File: config.mk
export PLATFORM = sky130hd
export DESIGN_NAME = gray_stream_monitor
export DESIGN_NICKNAME = d
export VERILOG_FILES = /design/src/rtl/gray_mon_pkg.sv /design/src/rtl/gray_mon_sync.sv /design/src/rtl/gray_stream_monitor.sv
export SDC_FILE = /design/constraint.sdc
export NUM_CORES = 1
export LEC_CHECK = 0
export ABC_AREA = 1
export CAP_MARGIN = 15
export CORE_ASPECT_RATIO = 0.9
export CORE_MARGIN = 2
export CORE_UTILIZATION = 54
export CTS_BUF_LIST = sky130_fd_sc_hd__clkbuf_16
export DETAILED_ROUTE_END_ITERATION = 10
export GPL_TIMING_DRIVEN = 0
export HOLD_SLACK_MARGIN = 0.12
export PLACE_DENSITY = 0.82
export SLEW_MARGIN = 20
export SYNTH_ARGS = -nofsm -noshare
export SYNTH_HDL_FRONTEND = slang
export SYNTH_HIERARCHICAL = 1
export SYNTH_SLANG_ARGS = --single-unit
export TNS_END_PERCENT = 100
File: constraint.sdc
create_clock -name clk -period 4.8 [get_ports clk]
set_input_delay 1.44 -clock clk [delete_from_list [all_inputs] [get_ports clk]]
set_output_delay 1.44 -clock clk [all_outputs]
set_load 0.02 [all_outputs]
File: src/rtl/gray_mon_pkg.sv
// +----------------------------------------------------------------------+
// | gray_mon_pkg : shared types and helpers for gray_stream_monitor      |
// | Rev 1.0                                                              |
// +----------------------------------------------------------------------+
`default_nettype none

package gray_mon_pkg;

  typedef enum logic [0:0] {
    SEED  = 1'b0,
    TRACK = 1'b1
  } mon_state_e;

  localparam int unsigned FN_W = 32;

  // Helpers work on a fixed 32-bit container; callers zero-extend narrower codes.
  function automatic logic [FN_W-1:0] gray2bin(input logic [FN_W-1:0] g);
    logic [FN_W-1:0] b;
    b[FN_W-1] = g[FN_W-1];
    for (int i = FN_W - 2; i >= 0; i--) begin
      b[i] = b[i+1] ^ g[i];
    end
    return b;
  endfunction

  function automatic logic [5:0] popcount(input logic [FN_W-1:0] v);
    logic [5:0] n;
    n = '0;
    for (int i = 0; i < FN_W; i++) begin
      n = n + {5'd0, v[i]};
    end
    return n;
  endfunction

endpackage

`default_nettype wire

File: src/rtl/gray_mon_sync.sv
// +----------------------------------------------------------------------+
// | gray_mon_sync : 2-flop synchronizer (used under GRAY_MON_SYNC_EN)    |
// | Rev 1.0                                                              |
// +----------------------------------------------------------------------+
`default_nettype none

module gray_mon_sync #(
  parameter int W = 5
) (
  input  logic         clk,
  input  logic         rst,
  input  logic [W-1:0] d_i,
  output logic [W-1:0] q_o
);

  logic [W-1:0] meta_q;
  logic [W-1:0] sync_q;

  always_ff @(posedge clk) begin
    if (rst) begin
      meta_q <= '0;
      sync_q <= '0;
    end else begin
      meta_q <= d_i;
      sync_q <= meta_q;
    end
  end

  assign q_o = sync_q;

endmodule

`default_nettype wire

File: src/rtl/gray_stream_monitor.sv
// +----------------------------------------------------------------------+
// | gray_stream_monitor : gray-to-binary recovery and step checker       |
// | Optional input synchronizer: define GRAY_MON_SYNC_EN                 |
// | Rev 1.0                                                              |
// +----------------------------------------------------------------------+
`default_nettype none

import gray_mon_pkg::*;

module gray_stream_monitor #(
  parameter int WIDTH     = 4,
  parameter int ERR_CNT_W = 8
) (
  input  logic                 clk,
  input  logic                 rst,
  input  logic [WIDTH-1:0]     gray_in,
  input  logic                 gray_valid,
  input  logic                 clear_err,
  output logic [WIDTH-1:0]     bin_out,
  output logic                 bin_valid,
  output logic                 dir_up,
  output logic                 hold,
  output logic                 step_err,
  output logic                 wrap,
  output logic [ERR_CNT_W-1:0] err_count
);

  logic [WIDTH-1:0] src_gray;
  logic             src_valid;
  logic             src_clr;

`ifdef GRAY_MON_SYNC_EN
  logic [WIDTH:0] sync_out;
  logic [1:0]     clr_dly_q;

  gray_mon_sync #(.W(WIDTH + 1)) u_sync (
    .clk (clk),
    .rst (rst),
    .d_i ({gray_valid, gray_in}),
    .q_o (sync_out)
  );

  // clear_err is local; delay it to stay aligned with the synchronized sample.
  always_ff @(posedge clk) begin
    if (rst) begin
      clr_dly_q <= '0;
    end else begin
      clr_dly_q <= {clr_dly_q[0], clear_err};
    end
  end

  assign src_gray  = sync_out[WIDTH-1:0];
  assign src_valid = sync_out[WIDTH];
  assign src_clr   = clr_dly_q[1];
`else
  assign src_gray  = gray_in;
  assign src_valid = gray_valid;
  assign src_clr   = clear_err;
`endif

  logic [WIDTH-1:0]     s1_gray_q;
  logic                 s1_valid_q;
  logic                 s1_clr_q;

  always_ff @(posedge clk) begin
    if (rst) begin
      s1_gray_q  <= '0;
      s1_valid_q <= 1'b0;
      s1_clr_q   <= 1'b0;
    end else begin
      s1_gray_q  <= src_gray;
      s1_valid_q <= src_valid;
      s1_clr_q   <= src_clr;
    end
  end

  mon_state_e           state_q;
  logic [WIDTH-1:0]     prev_gray_q;
  logic [WIDTH-1:0]     prev_bin_q;
  logic [WIDTH-1:0]     bin_out_q;
  logic                 bin_valid_q;
  logic                 dir_up_q;
  logic                 hold_q;
  logic                 step_err_q;
  logic                 wrap_q;
  logic [ERR_CNT_W-1:0] err_count_q;

  logic [FN_W-1:0]  s1_bin32;
  logic [WIDTH-1:0] s1_bin;
  logic [5:0]       hd;
  logic [WIDTH-1:0] prev_inc;

  assign s1_bin32 = gray2bin(FN_W'(s1_gray_q));
  assign s1_bin   = s1_bin32[WIDTH-1:0];
  assign hd       = popcount(FN_W'(s1_gray_q ^ prev_gray_q));
  assign prev_inc = prev_bin_q + WIDTH'(1);

  always_ff @(posedge clk) begin
    if (rst) begin
      state_q     <= SEED;
      prev_gray_q <= '0;
      prev_bin_q  <= '0;
      bin_out_q   <= '0;
      bin_valid_q <= 1'b0;
      dir_up_q    <= 1'b1;
      hold_q      <= 1'b0;
      step_err_q  <= 1'b0;
      wrap_q      <= 1'b0;
      err_count_q <= '0;
    end else begin
      bin_valid_q <= 1'b0;
      hold_q      <= 1'b0;
      step_err_q  <= 1'b0;
      wrap_q      <= 1'b0;

      if (s1_valid_q) begin
        bin_valid_q <= 1'b1;
        bin_out_q   <= s1_bin;
        prev_gray_q <= s1_gray_q;
        prev_bin_q  <= s1_bin;
        state_q     <= TRACK;
      end

      // A clear re-seeds: any sample arriving with it raises no flags.
      if (s1_clr_q) begin
        err_count_q <= '0;
        if (!s1_valid_q) begin
          state_q <= SEED;
        end
      end else if (s1_valid_q && state_q == TRACK) begin
        if (hd == 6'd0) begin
          hold_q <= 1'b1;
        end else if (hd == 6'd1) begin
          dir_up_q <= (s1_bin32 == FN_W'(prev_inc));
          wrap_q   <= (prev_bin_q == '1) && (s1_bin32 == '0);
        end else begin
          step_err_q <= 1'b1;
          if (err_count_q != '1) begin
            err_count_q <= err_count_q + ERR_CNT_W'(1);
          end
        end
      end
    end
  end

  assign bin_out   = bin_out_q;
  assign bin_valid = bin_valid_q;
  assign dir_up    = dir_up_q;
  assign hold      = hold_q;
  assign step_err  = step_err_q;
  assign wrap      = wrap_q;
  assign err_count = err_count_q;

endmodule

`default_nettype wire
# ---- After elaboration in Yosys (flattened, before gate mapping)
# Cells that the tools add are included.
dict set report totals {
  input_bits 8
  wordCells 73
  out_inout_bits 17
  ff_bits 28
}
dict set report classes {
  n_mux 6
  n_eq_ne 4
  bitwise 8
  n_addsub 33
  reduce_logical 10
}
# cell count
set op_table {}
lappend op_table {{6-bit by 1-bit adder with 6-bit output, second input constant} 26}
lappend op_table {{32-bit logical NOT} 1}
lappend op_table {{8-bit by 1-bit adder with 8-bit output, second input constant} 1}
lappend op_table {{8-bit != test, second input constant} 1}
lappend op_table {{4-bit AND reduction} 2}
lappend op_table {{5-bit by 1-bit adder with 6-bit output, second input constant} 1}
lappend op_table {{6-bit by 1-bit == test with 1-bit output, second input constant} 1}
lappend op_table {{6-bit logical NOT} 1}
lappend op_table {{1-bit two-way mux} 6}
lappend op_table {{4-bit by 1-bit adder with 5-bit output, second input constant} 1}
lappend op_table {{5-bit OR reduction} 1}
lappend op_table {{3-bit by 1-bit adder with 4-bit output} 1}
lappend op_table {{4-bit by 1-bit adder with 4-bit output, second input constant} 1}
lappend op_table {{4-bit == test} 1}
lappend op_table {{4-bit == test, second input constant} 1}
lappend op_table {{1-bit inverter} 4}
lappend op_table {{4-bit OR reduction} 1}
lappend op_table {{4-bit XOR} 1}
lappend op_table {{2-bit by 1-bit adder with 3-bit output} 1}
lappend op_table {{3-bit OR reduction} 1}
lappend op_table {{1-bit XOR} 3}
lappend op_table {{1-bit by 1-bit adder with 2-bit output} 1}
lappend op_table {{1-bit logical AND} 2}
lappend op_table {{2-bit OR reduction} 1}

# ---- Longest topological paths before layout
dict set report logic_depth {
  ltp_word 35
  depth_mapped 12
  ltp_nobuf 12
}

# ---- Least setup slack after synthesis
# No wires, ideal clock.
dict set report synth_path {
  path_kind {register to register}
  from {register s1_gray_q[1]}
  to {register dir_up_q, in the netlist dir_up}
  setup_ns 0.115
  arrival_time_ns 2.055
  stages_incl_launch_ff 12
  path_slack_ns 2.630
  path_buffers 0
  period_less_slack_ns 2.170
  required_time_ns 4.685
  cell_sequence {dfxtp_1 -> xnor2_1 -> fa_1 -> inv_1 -> ha_1 -> ha_1 -> nor2_2 -> inv_1 -> nor2_1 -> nand2_1 -> a21oi_1 -> nand2_1}
}
dict set report synth_via {
  elab_chain_len 35
  elab_cells_between_ends 39
  cone_classes {add/sub: 31; eq/ne: 2; bitwise: 4; reduce/logical: 2}
}
# element line
set synth_rtl {}
lappend synth_rtl {{from (decl)} gray_stream_monitor.sv:61} ;# logic [WIDTH-1:0] s1_gray_q;
lappend synth_rtl {{from (signal assigned)} gray_stream_monitor.sv:71} ;# s1_gray_q <= src_gray;
lappend synth_rtl {{4-bit XOR} gray_stream_monitor.sv:95} ;# assign hd = popcount(FN_W'(s1_gray_q ^ prev_gray_q));
lappend synth_rtl {{1-bit by 1-bit adder with 2-bit output} gray_mon_pkg.sv:30} ;# n = n + {5'd0, v[i]};
lappend synth_rtl {{2-bit by 1-bit adder with 3-bit output} gray_mon_pkg.sv:30}
lappend synth_rtl {{3-bit by 1-bit adder with 4-bit output} gray_mon_pkg.sv:30}
lappend synth_rtl {{4-bit by 1-bit adder with 5-bit output} gray_mon_pkg.sv:30}
lappend synth_rtl {{5-bit by 1-bit adder with 6-bit output} gray_mon_pkg.sv:30}
lappend synth_rtl {{6-bit by 1-bit adder with 6-bit output (26 in series)} gray_mon_pkg.sv:30}
lappend synth_rtl {{6-bit logical NOT} gray_stream_monitor.sv:131} ;# if (hd == 6'd0) begin
lappend synth_rtl {{1-bit inverter (no source line)} --}
lappend synth_rtl {{4-bit AND reduction (no source line)} --}
lappend synth_rtl {{to (signal assigned)} gray_stream_monitor.sv:134} ;# dir_up_q <= (s1_bin32 == FN_W'(prev_inc));
lappend synth_rtl {{to (decl)} gray_stream_monitor.sv:82} ;# logic dir_up_q;
# Parallel ways exist; a longest one is shown, timed or not.
# A chain may end at the register's enable or synchronous reset.

# ---- Worst setup path after layout
dict set report layout_path {
  from {register err_count_q[4], in the netlist err_count[4]}
  to {output err_count[4]}
}
# element line
set layout_rtl {}
lappend layout_rtl {{from (decl)} gray_stream_monitor.sv:86} ;# logic [ERR_CNT_W-1:0] err_count_q;
lappend layout_rtl {{from (signal assigned)} gray_stream_monitor.sv:139} ;# err_count_q <= err_count_q + ERR_CNT_W'(1);
lappend layout_rtl {{to (decl)} gray_stream_monitor.sv:25} ;# output logic [ERR_CNT_W-1:0] err_count
# No word-level cell between the ends.

==> impl_metrics.env <==
export IMPL_r2r_slack_ps=2400
export IMPL_netSwitchingPower_uw=131.0
export IMPL_global_route_overflow_total=0
export IMPL_post_drt_via_cell_ratio=5.176
export IMPL_yosys_cell_types_count=24
export IMPL_preCtsSetupSlack_ps=2289
export IMPL_tightestPinTransition_ps=383.8
export IMPL_irDropWorstVdd_v=0.0004015
export IMPL_initial_core_util_pct=58.87
export IMPL_core_util_final_pct=74.16
export IMPL_timing_critical_path_slowest_stage_cell="sky130_fd_sc_hd__clkdlybuf4s50_1"
export IMPL_clk_transition_reported_paths_ps=70
export IMPL_critPathArrivalTime_ps=1360
export IMPL_worst_hold_path_type="reg -> reg"
export IMPL_die_height_um=50.91
export IMPL_cp_num_buf_inv=1
export IMPL_endpoint_kind="primary output"
export IMPL_post_synth_most_frequent_cells="51 x sky130_fd_sc_hd__nand2_1, 27 x sky130_fd_sc_hd__dfxtp_1, 27 x sky130_fd_sc_hd__nor2_1"
export IMPL_finalNetCount=228
export IMPL_period_share_pct=58.27
export IMPL_grt_start_max_net_pins=15
export IMPL_final_hold_violation_count=0
export IMPL_ys_dominant_reg_cell="sky130_fd_sc_hd__dfxtp_1"
export IMPL_power_uw=507.7
export IMPL_area_growth_syn_to_layout_pct=25.97
export IMPL_critical_path_cell_chain="clkdlybuf4s50_1"
export IMPL_post_synth_top_area_cell="sky130_fd_sc_hd__dfxtp_1"
export IMPL_ys_async_sr_fraction_pct=0
export IMPL_leading_cell_type_by_number_of_instances_after_synthesis="sky130_fd_sc_hd__nand2_1"
export IMPL_fin_worst_skew_ps=3.501
export IMPL_clockPowerShare_pct=37.3
export IMPL_critical_path_top_delay_family="buffers and inverters"
export IMPL_finalWorstPathRequiredPeriod_ps=2797
export IMPL_drt_first_iter_violations=30
export IMPL_antenna_diode_count=0
export IMPL_dieArea_um2=2857
export IMPL_grt_pass1_wl_um=5181
export IMPL_syn_instance_count=185
export IMPL_timing_max_slew_rel_slack_pct=74.41
export IMPL_worstHoldStart="prev_gray_q[1]$_SDFFE_PP0P_"
export IMPL_timing_fmax_mhz=357.6
export IMPL_crit_required_ps=3360
export IMPL_power_static_leakage_nw=0.7218
export IMPL_vias=1237
export IMPL_synth_area_per_cell_um2=7.135
export IMPL_max_clock_path_buffers=2
export IMPL_postCtsResizedCells=0
export IMPL_number_of_cts_inserted_buffers=3
export IMPL_post_route_drc_count=0
export IMPL_routability_cong=0.8608
export IMPL_share_comb_of_total_power_pct=15.6
export IMPL_post_cts_buffers=0
export IMPL_synth_top_cell_area_share_pct=40.95
export IMPL_place_detailed_hpwl_um=2314
export IMPL_clk_latency_worst_skew_pair_ps=260
export IMPL_r2r_end="dir_up$_SDFFE_PP1P_"
export IMPL_numPortBuffers=23
export IMPL_setup_viol=0
export IMPL_postLayoutSetupSlackWorst_ps=2003
export IMPL_ys_warnings_count=6
export IMPL_p_seq_share_pct=47.1
export IMPL_pwr_density_cell_nw_per_um2=305.3
export IMPL_min_delay_path_depth=2
export IMPL_result_of_the_run="finished clean"
export IMPL_max_cap_viol_count=0
export IMPL_drt_wirelength_per_cell_um=12.57
export IMPL_synth_enable_flop_cells=0
export IMPL_critPathMaxFanout=6
export IMPL_critical_path_reg2reg_startpoint="s1_gray_q[1]$_SDFF_PP0_"
export IMPL_number_of_antenna_violations_at_the_first_check_in_global_routing=0
export IMPL_switching_share_pct=25.81
export IMPL_cts_root_buffer="sky130_fd_sc_hd__clkbuf_16"
export IMPL_critical_path_max_stage_delay_ps=650
export IMPL_timing_max_transition_violations_final=0
export IMPL_synthesis_nets=200
export IMPL_hold_path_endpoint="prev_gray_q[1]$_SDFFE_PP0P_"
export IMPL_grt_setup_unrepaired="false"
export IMPL_antenna_violating_nets_post_route=0
export IMPL_hold_buf_cts=0
export IMPL_crit_type="reg -> out"
export IMPL_drive_above_1_share_pct=7.547
export IMPL_intPower_uw=376.7
export IMPL_core_area_um2=2242
export IMPL_r2r_worst_path_cells=11
export IMPL_number_of_global_route_vias_before_repair=1169
export IMPL_cts_tree="yes"
export IMPL_clock_tree_htree_level_count=1
export IMPL_drtPass1Iterations=6
export IMPL_drt_total_wl_um=3004
export IMPL_floorplan_io_pins=25
export IMPL_mapped_area_um2=1320
export IMPL_grtUsageTotal_pct=23.44
export IMPL_cts_num_sinks=27
export IMPL_worst_setup_path_start_kind="flop"
export IMPL_fp_dieW_um=56.12
export IMPL_seq_area_frac_synth_pct=40.95
export IMPL_synth_seq_cells=27
export IMPL_final_setup_tns_ps=0
export IMPL_synth_area_leaders="sky130_fd_sc_hd__dfxtp_1 41%, sky130_fd_sc_hd__nand2_1 15%, sky130_fd_sc_hd__nor2_1 7.7%, sky130_fd_sc_hd__inv_1 6.8%, sky130_fd_sc_hd__ha_1 5.7%"
export IMPL_fp_row_count=16
## sequential cells by signal (all words and copies together), names as in the netlist
register     flops
prev_gray_q      4
wrap             1
hold             1
s1_valid_q       1
step_err         1
s1_clr_q         1
dir_up           1
bin_out          3
s1_gray_q        4
bin_valid        1
state_q          1
err_count        8
## per-layer routing
metal,GRT usage [%],routed length [µm],vias up
li1,-,-,621
met1,28.75,1317,572
met2,42.16,1514,40
met3,6.329,155,4
met4,3.571,16,0
met5,0,0,-
## placed cells by master, fill, tap and decap left out
master / count
sky130_fd_sc_hd__clkbuf_1: 1
sky130_fd_sc_hd__inv_1: 25
sky130_fd_sc_hd__clkbuf_16: 3
sky130_fd_sc_hd__nand3b_1: 1
sky130_fd_sc_hd__xor2_1: 4
sky130_fd_sc_hd__inv_2: 2
sky130_fd_sc_hd__nor2_1: 27
sky130_fd_sc_hd__nor3_1: 2
sky130_fd_sc_hd__nand2_1: 51
sky130_fd_sc_hd__buf_4: 1
sky130_fd_sc_hd__nand2_2: 2
sky130_fd_sc_hd__fa_1: 1
sky130_fd_sc_hd__o21ai_0: 3
sky130_fd_sc_hd__xnor2_1: 3
sky130_fd_sc_hd__or2_2: 1
sky130_fd_sc_hd__nand2_4: 1
sky130_fd_sc_hd__ha_1: 6
sky130_fd_sc_hd__clkdlybuf4s50_1: 23
sky130_fd_sc_hd__nor2_2: 3
sky130_fd_sc_hd__nor4_1: 1
sky130_fd_sc_hd__a211oi_1: 3
sky130_fd_sc_hd__nor2_4: 1
sky130_fd_sc_hd__buf_2: 2
sky130_fd_sc_hd__dfxtp_1: 27
sky130_fd_sc_hd__nand3_1: 7
sky130_fd_sc_hd__a21oi_1: 11
## stage by stage
step	cells	hold WS (ps)	cell area (µm²)
after global routing	239	510.6	1663
after floorplan	185	448.3	1320
final	239	481.0	1663
after global placement	235	453.4	1584
after CTS	239	477.5	1663
after detailed placement	235	461.1	1584
## area by class of cell
type	instances	area, µm²
Clock inverter	1	3.754
Timing Repair Buffer	23	230.2
Clock buffer	3	75.07
Tap cell	27	33.78
Multi-Input combinational cell	128	660.6
Sequential cell	27	540.5
Buffer	4	21.27
Fill cell	190	579.3
Inverter	26	97.59
## worst max path at each step
stage | end | slack [ps] | from | depth (start not counted)
after floorplan | dir_up$_SDFFE_PP1P_ | 2630 | s1_gray_q[1]$_SDFF_PP0_ | 11
after global placement | err_count[4] | 2320 | err_count[4]$_SDFFE_PP0P_ | 1
after detailed placement | err_count[2] | 2290 | err_count[2]$_SDFFE_PP0P_ | 1
after CTS | err_count[2] | 2010 | err_count[2]$_SDFFE_PP0P_ | 1
after global routing | err_count[4] | 1970 | err_count[4]$_SDFFE_PP0P_ | 1
final | err_count[4] | 2000 | err_count[4]$_SDFFE_PP0P_ | 1
## cell families (layout without fill, tap and decap cells)
kind of cell / count (synthesis) / count (layout) / share of synthesized area (%)
simple gates: 97 / 97 / 31.19
compound gates: 17 / 17 / 7.014
flops: 27 / 27 / 40.95
fa+ha+maj: 7 / 7 / 7.204
buf+inv: 30 / 57 / 9.005
xor+xnor: 7 / 7 / 4.645
## power groups by stage
stage	Clock [mW]	Sequential, mW	Combinational (mW)
after floorplan	0	0.246	0.0497
after global placement	0	0.243	0.0728
after detailed placement	0	0.244	0.0775
after CTS	0.190	0.239	0.0795
after global routing	0.201	0.240	0.0886
final	0.189	0.239	0.0792
(Power assumes the default switching activity.)
